[src/rtl/seven_seg_pkg.sv]
// seven_seg_pkg: glyph table and decoder shared by the display controller and the scan decoder
package seven_seg_pkg;
  localparam logic [6:0] BLANK = 7'b1111111;
  localparam logic [6:0] GLYPHS [16] = '{
    7'b0000001, 7'b1001111, 7'b0010010, 7'b0000110,
    7'b1001100, 7'b0100100, 7'b0100000, 7'b0001111,
    7'b0000000, 7'b0000100, 7'b0001000, 7'b1100000,
    7'b0110001, 7'b1000010, 7'b0110000, 7'b0111000
  };
  function automatic logic [4:0] decode_glyph(input logic [6:0] seg);
    decode_glyph = '0;
    for (int i = 0; i < 16; i++)
      if (seg == GLYPHS[i]) decode_glyph = {1'b1, 4'(i)};
  endfunction
endpackage

[src/rtl/input_stabilizer.sv]
// input_stabilizer: synchronizes a word and strobes commit once it has been stable for STABLE_CYCLES
module input_stabilizer #(
  parameter int W = 11,
  parameter int STABLE_CYCLES = 4
) (
  input  logic         clk,
  input  logic         rst_n,
  input  logic [W-1:0] d,
  output logic [W-1:0] s,
  output logic         commit
);
  localparam int CW = $clog2(STABLE_CYCLES + 1);
  logic [W-1:0] meta, sync, prev;
  logic [CW-1:0] cnt;
  logic hit;
  assign hit = sync == prev && cnt == CW'(STABLE_CYCLES - 1);
  // s captures the word with the strobe so a change on the next cycle cannot corrupt the commit
  always_ff @(posedge clk or negedge rst_n) begin
    if (!rst_n) begin
      meta <= '0;
      sync <= '0;
      prev <= '0;
      cnt <= '0;
      commit <= 1'b0;
      s <= '0;
    end else begin
      meta <= d;
      sync <= meta;
      prev <= sync;
      cnt <= sync != prev ? '0 : cnt == CW'(STABLE_CYCLES) ? cnt : cnt + CW'(1);
      commit <= hit;
      if (hit) s <= sync;
    end
  end
endmodule

[src/rtl/seven_segment_scan_decoder.sv]
// seven_segment_scan_decoder: recovers per-digit hex values from a scanned seven-segment bus
module seven_segment_scan_decoder
  import seven_seg_pkg::*;
#(
  parameter int DIGITS = 4,
  parameter int STABLE_CYCLES = 4
) (
  input  logic                clk,
  input  logic                rst_n,
  input  logic [6:0]          LED_in,
  input  logic [DIGITS-1:0]   anode_in,
  output logic [4*DIGITS-1:0] digit_value,
  output logic [DIGITS-1:0]   digit_valid,
  output logic                frame_valid,
  output logic                seg_error,
  output logic                anode_error
);
  logic [DIGITS+6:0] s;
  logic commit, onehot, frame_n, seg_err_n, an_err_n;
  logic [DIGITS-1:0] anode, seen, seen_n, vld_n;
  logic [6:0] seg;
  logic [4:0] dec;
  logic [4*DIGITS-1:0] val_n;
  input_stabilizer #(.W(DIGITS + 7), .STABLE_CYCLES(STABLE_CYCLES)) u_stab (
    .clk(clk), .rst_n(rst_n), .d({anode_in, LED_in}), .s(s), .commit(commit)
  );
  assign anode = s[DIGITS+6:7];
  assign seg = s[6:0];
  always_comb begin
    dec = decode_glyph(seg);
    onehot = anode != '0 && (anode & (anode - DIGITS'(1))) == '0;
    val_n = digit_value;
    vld_n = digit_valid;
    seen_n = seen;
    if (commit && onehot) begin
      seen_n = seen | anode;
      for (int i = 0; i < DIGITS; i++)
        if (anode[i]) begin
          vld_n[i] = dec[4];
          if (dec[4]) val_n[4*i +: 4] = dec[3:0];
        end
    end
    frame_n = commit && onehot && &seen_n;
    seg_err_n = commit && onehot && !dec[4] && seg != BLANK;
    an_err_n = commit && anode != '0 && !onehot;
  end
  always_ff @(posedge clk or negedge rst_n) begin
    if (!rst_n) begin
      digit_value <= '0;
      digit_valid <= '0;
      seen <= '0;
      frame_valid <= 1'b0;
      seg_error <= 1'b0;
      anode_error <= 1'b0;
    end else begin
      digit_value <= val_n;
      digit_valid <= vld_n;
      seen <= frame_n ? '0 : seen_n;
      frame_valid <= frame_n;
      seg_error <= seg_err_n;
      anode_error <= an_err_n;
    end
  end
endmodule
[config.mk]
export PLATFORM = sky130hd
export DESIGN_NAME = seven_segment_scan_decoder
export DESIGN_NICKNAME = d
export VERILOG_FILES = /design/src/rtl/seven_seg_pkg.sv /design/src/rtl/input_stabilizer.sv /design/src/rtl/seven_segment_scan_decoder.sv
export SDC_FILE = /design/constraint.sdc
export NUM_CORES = 1
export LEC_CHECK = 0
export CORE_MARGIN = 3
export CORE_UTILIZATION = 46
export CTS_CLUSTER_SIZE = 30
export DETAILED_ROUTE_END_ITERATION = 10
export MAX_ROUTING_LAYER = met4
export PLACE_DENSITY = 0.68
export SYNTH_ARGS = -nofsm -noshare
export SYNTH_HDL_FRONTEND = slang
export SYNTH_SLANG_ARGS = --single-unit
[constraint.sdc]
create_clock -name clk -period 2.6 [get_ports clk]
set_input_delay 0.65 -clock clk [delete_from_list [all_inputs] [get_ports clk]]
set_output_delay 0.65 -clock clk [all_outputs]
set_load 0.05 [all_outputs]
### After elaboration in Yosys (flattened, before gate mapping)

Index checks and enable logic that the tools add are counted.

| storage, ports and cells | value |
|---|---|
| register bits | 75 |
| bits of input ports | 13 |
| output and inout port bits | 23 |
| word-level logic and storage cells | 85 |

| operators by class | value |
|---|---|
| eq/ne operators | 21 |
| add/sub/neg operators | 2 |
| multiplexer cells | 20 |
| bitwise operators | 2 |
| reductions and logical operators | 22 |

Operators with widths:

| operator | number |
|---|---|
| 5-bit 2-to-1 mux | 16 |
| 7-bit by 6-bit equality test with 1-bit output, second input constant | 5 |
| 7-bit equality test, second input constant | 4 |
| 7-bit by 3-bit equality test with 1-bit output, second input constant | 2 |
| 7-bit by 4-bit equality test with 1-bit output, second input constant | 2 |
| 3-bit AND reduction | 4 |
| 11-bit equality test | 1 |
| 11-bit != test | 1 |
| 1-bit logical AND | 8 |
| 4-bit 2-to-1 mux | 2 |
| 2-bit AND reduction | 4 |
| 7-bit by 1-bit equality test with 1-bit output, second input constant | 1 |
| 7-bit by 5-bit equality test with 1-bit output, second input constant | 1 |
| 7-bit logical NOT | 1 |
| 7-bit != test, second input constant | 1 |
| 3-bit 2-to-1 mux | 2 |
| 4-bit AND | 1 |
| 4-bit logical NOT | 1 |
| 4-bit OR | 1 |
| 4-bit AND reduction | 1 |
| 4-bit nonzero test | 1 |
| 4-bit by 1-bit subtractor with 4-bit output, second input constant | 1 |
| 3-bit by 1-bit adder with 3-bit output, second input constant | 1 |
| 3-bit by 2-bit equality test with 1-bit output, second input constant | 1 |
| 3 further kinds | 4 |

### Longest topological paths before layout

| depth | value |
|---|---|
| depth after elaboration | 20 |
| mapped depth | 8 |
| depth with buffers taken out | 6 |

### Cells and area by module

Synthesis repeated with hierarchy kept, for this count alone.

| unflattened totals | value |
|---|---|
| cell total of the unflattened synthesis | 245 |
| area total of the unflattened synthesis | 3,161.8 um2 |

Modules (own cells, without submodules):

| module | times used | seq. area each (um2) | area an instance (um2) | cells an instance |
|---|---|---|---|---|
| input_stabilizer | 1 | 1,201.2 | 1,592.8 | 90 |
| seven_segment_scan_decoder | 1 | 675.6 | 1,569.0 | 155 |

### Worst setup path after synthesis

OpenSTA, ideal clock, no wires.

| timing | value |
|---|---|
| path kind | register -> register |
| from | register u_stab.s[3] |
| to | register digit_value[8] |
| library setup time | 0.125 ns |
| data required time | 2.475 ns |
| slack | 0.636 ns |
| buffers on the path | 1 |
| arrival time | 1.840 ns |
| cell stages (with the launch flop) | 8 |
| cells stage by stage | dfrtp_1 -> clkbuf_1 -> nor4_1 -> a21oi_1 -> o31ai_1 -> nor3_2 -> nor2_1 -> mux2_2 |

| between the ends | value |
|---|---|
| longest elaborated chain between the ends | 18 |
| elaborated cells on any way between the ends | 33 |
| classes of those cells | 15 x eq/ne; 16 x mux; 2 x reduce/logical |

Ends and longest elaborated chain:

| element | line | text |
|---|---|---|
| from (decl) | input_stabilizer.sv:9 | `output logic [W-1:0] s,` |
| from (signal assigned) | input_stabilizer.sv:32 | `if (hit) s <= sync;` |
| 7-bit by 1-bit equality test with 1-bit output | seven_seg_pkg.sv:13 | `if (seg == GLYPHS[i]) decode_glyph = {1'b1, 4'(i)};` |
| 5-bit 2-to-1 mux (15 in a row) | seven_seg_pkg.sv:13 |  |
| 5-bit 2-to-1 mux * | seven_seg_pkg.sv:13 |  |
| 3-bit AND reduction (no line) | -- |  |
| to (signal assigned) | seven_segment_scan_decoder.sv:56 | `digit_value <= val_n;` |
| to (decl) | seven_segment_scan_decoder.sv:12 | `output logic [4*DIGITS-1:0] digit_value,` |

Mark *: on every way between the ends. The rest lies on a longest branch, timed or not.
A chain may end at the register's enable or synchronous reset.

### Worst setup path after layout

| timing | value |
|---|---|
| from | register u_stab.s[6] |
| to | register digit_value[9] |

Same word-level chain as after synthesis.

==> results.toml <==
[clock_tree]
post_cts_resize_count = 0
cts_tree = "done"
insertion_delay_ns = 0.34
path_clk_slew_ns = 0.08
cts_max_path_buffers = 2
clock-root-buffer = "clkbuf_8"
htreeDepth = 3
cts.sinks = 75
cts_setup_buffers = 0
cts_buffers = 9
cts_hold_buf = 0

[floorplan]
placeableCoreArea_sq_um = 6100
placementRows = 28
start_util_pct = 48.7
die-area_sq_um = 7450
die_x_microns = 86.3
num_io_pins = 36
die_h_microns = 86.3

[final_layout]
stdcell_count = 354
drive_gt1_share_pct = 16.1
nFillCells = 532
diodes = 0
final_cell_mix = "dfrtp_1, clkdlybuf4s50_1, mux2_2"
areaGrowthSynthToFinish_pct = 22.5
final_util_pct = 59.6
final_common_cell = "dfrtp_1"
layout.nets = 291
regArea_sq_um = 1880
multi_input_area_sq_um = 1030

[critical_path]
end_kind = "register"
required_ns = 2.82
critPathKind = "register to register"
cp_max_fo = 18
startpoint_type = "register"
crit_arrival_ns = 2.60

[grt]
grt_pass1_wl_microns = 9710
grt_pass1_vias = 1952
grt_max_degree = 41
grt_overflow = 0
antenna_found_initial = 0
track_usage_pct = 17.4

[logic_synthesis]
synth_top_family_by_area = "simple AND/OR/NAND/NOR gates"
synth-compound-area-share_pct = 8.26
synth-main-ff-cell = "dfrtp_1"
syn_area_per_cell_sq_um = 12.7
yosysWarnings = 0
ys_types = 44
synth_cells = 233
syn-cell-area_sq_um = 2970
syn_nets = 249
ys_seq_area_share_pct = 63.2
synth-adder-area-share_pct = 1.26
muxShareOfSynthArea_pct = 7.54
synth-edff-count = 0
synth_simple_gate_area_share_pct = 13.5
synthXorXnorAreaFrac_pct = 4.13
synth-seq-cells = 75
synth-async-reset-ratio_pct = 100

[timing]
setup_violations = 0
max_freq_mhz = 420
hold_ws_ns = 0.348
fin_crit_ns = 2.38
setup-tns-final_ns = 0
finalCritPeriodShare_pct = 91.5
hold_viol = 0
fin_skew_ns = 0.0107
drv_slew = 0
tightest_slew_ns = 0.837
rsz0062_at_grt = "false"
slew-limit-headroom_pct = 43.5

[drt]
highest_layer = "met4"
met1_length_microns = 2610
drt_wl_total_microns = 5440
via_per_inst = 5.44
ant_nets = 0
wl_met2_microns = 2570
dr_wl_met3_microns = 180
vias = 1924
wl_per_cell_microns = 15.4
firstDrtPassIters = 4
drcViolationCount = 0
drtIter0Drc = 82

[place]
hpwl_microns = 3830
place_congestion = 0.871
placedCellCount = 339
port_buffers = 35

[power]
ir_drop_mv = 0.482
p_per_area_nw_per_um2 = 622
finalPower_mw = 2.26
p_leak_nw = 1.66

[status]
status = "completed"

[run]
cap_violations = 0

[min_path]
hold_path_class = "input pin to asynchronous set/reset pin"
-- report_power, final --
| part | internal, mW | switching, mW |
|---|---|---|
| combinational | 0.0288 | 0.0297 |
| sequential | 1.19 | 0.0149 |
| clock | 0.568 | 0.427 |
-- synth_stat cells, drive strengths merged, types with 4 or more instances --
library cell | n | area, sq um
dfrtp | 75 | 1880
mux2 | 19 | 214
nor2 | 16 | 60.1
xnor2 | 12 | 105
o21ai | 11 | 55.1
nor3 | 9 | 50.1
clkbuf | 8 | 30.0
nand3 | 7 | 35.0
inv | 6 | 22.5
a21o | 5 | 37.5
nand2 | 5 | 18.8
nor2b | 5 | 31.3
a21oi | 4 | 20.0
nor3b | 4 | 30.0
-- worst max-delay path: stages (launching register included) --
cell and delay (ns):
dfrtp_1 0.56, nor4bb_1 0.22, o31a_1 0.34, a221o_1 0.29, nor3_2 0.38, nor2_1 0.17, mux2_2 0.30
-- final cells by class --
class / count / area share [%]
clock buffer: 10 / 3.79
clock inverter: 5 / 2.34
inverter: 6 / 0.619
multi-input combinational: 142 / 28.3
sequential: 75 / 51.6
tap: 75 / 2.58
timing repair buffer: 41 / 10.7
-- kinds of logic (layout without fill, tap and decap cells) --
logic type / Yosys count / in the layout
AO/OA/AOI/OAI: 36 / 36
XOR/XNOR: 14 / 14
adder cells (fa/ha/maj): 3 / 3
buffers and inverters: 16 / 62
flip-flops: 75 / 75
multiplexers: 20 / 20
AND/OR/NAND/NOR: 69 / 69
-- metrics by stage --
step / area, sq um / worst slack, ns
final: 3640 / 0.220
after global routing: 3640 / 0.121
after CTS: 3640 / 0.281
after detailed placement: 3410 / 0.315
after global placement: 3410 / 0.389
after floorplan: 2970 / 0.636
-- path summary, 6_finish.rpt --
check | from | to | slack, ns | cells after the start
worst max-delay path | u_stab.s[6] | digit_value[9] | 0.22 | 6
worst min-delay path | rst_n | digit_value[3] | 0.35 | 2
worst max register to register | u_stab.s[6] | digit_value[9] | 0.22 | 6
worst min register to register | u_stab.meta[9] | u_stab.sync[9] | 0.35 | 0
max in group asynchronous | rst_n | u_stab.sync[9] | 1.88 | 2
min in group clk | u_stab.meta[9] | u_stab.sync[9] | 0.35 | 0
-- registers in the layout (all words and copies together), names as in the netlist --
signal         count
digit_value       16
u_stab.meta       11
u_stab.prev       11
u_stab.s          11
u_stab.sync       11
digit_valid        4
seen               4
u_stab.cnt         3
anode_error        1
frame_valid        1
seg_error          1
u_stab.commit      1
-- layer usage --
layer  up-vias  GRT usage, %
met2        42          24.3
met4         0          6.80
li1        915             -
met5         -             -
met1       959          24.2
met3         8          4.85
Note: power is estimated with default switching activity, not from simulation.
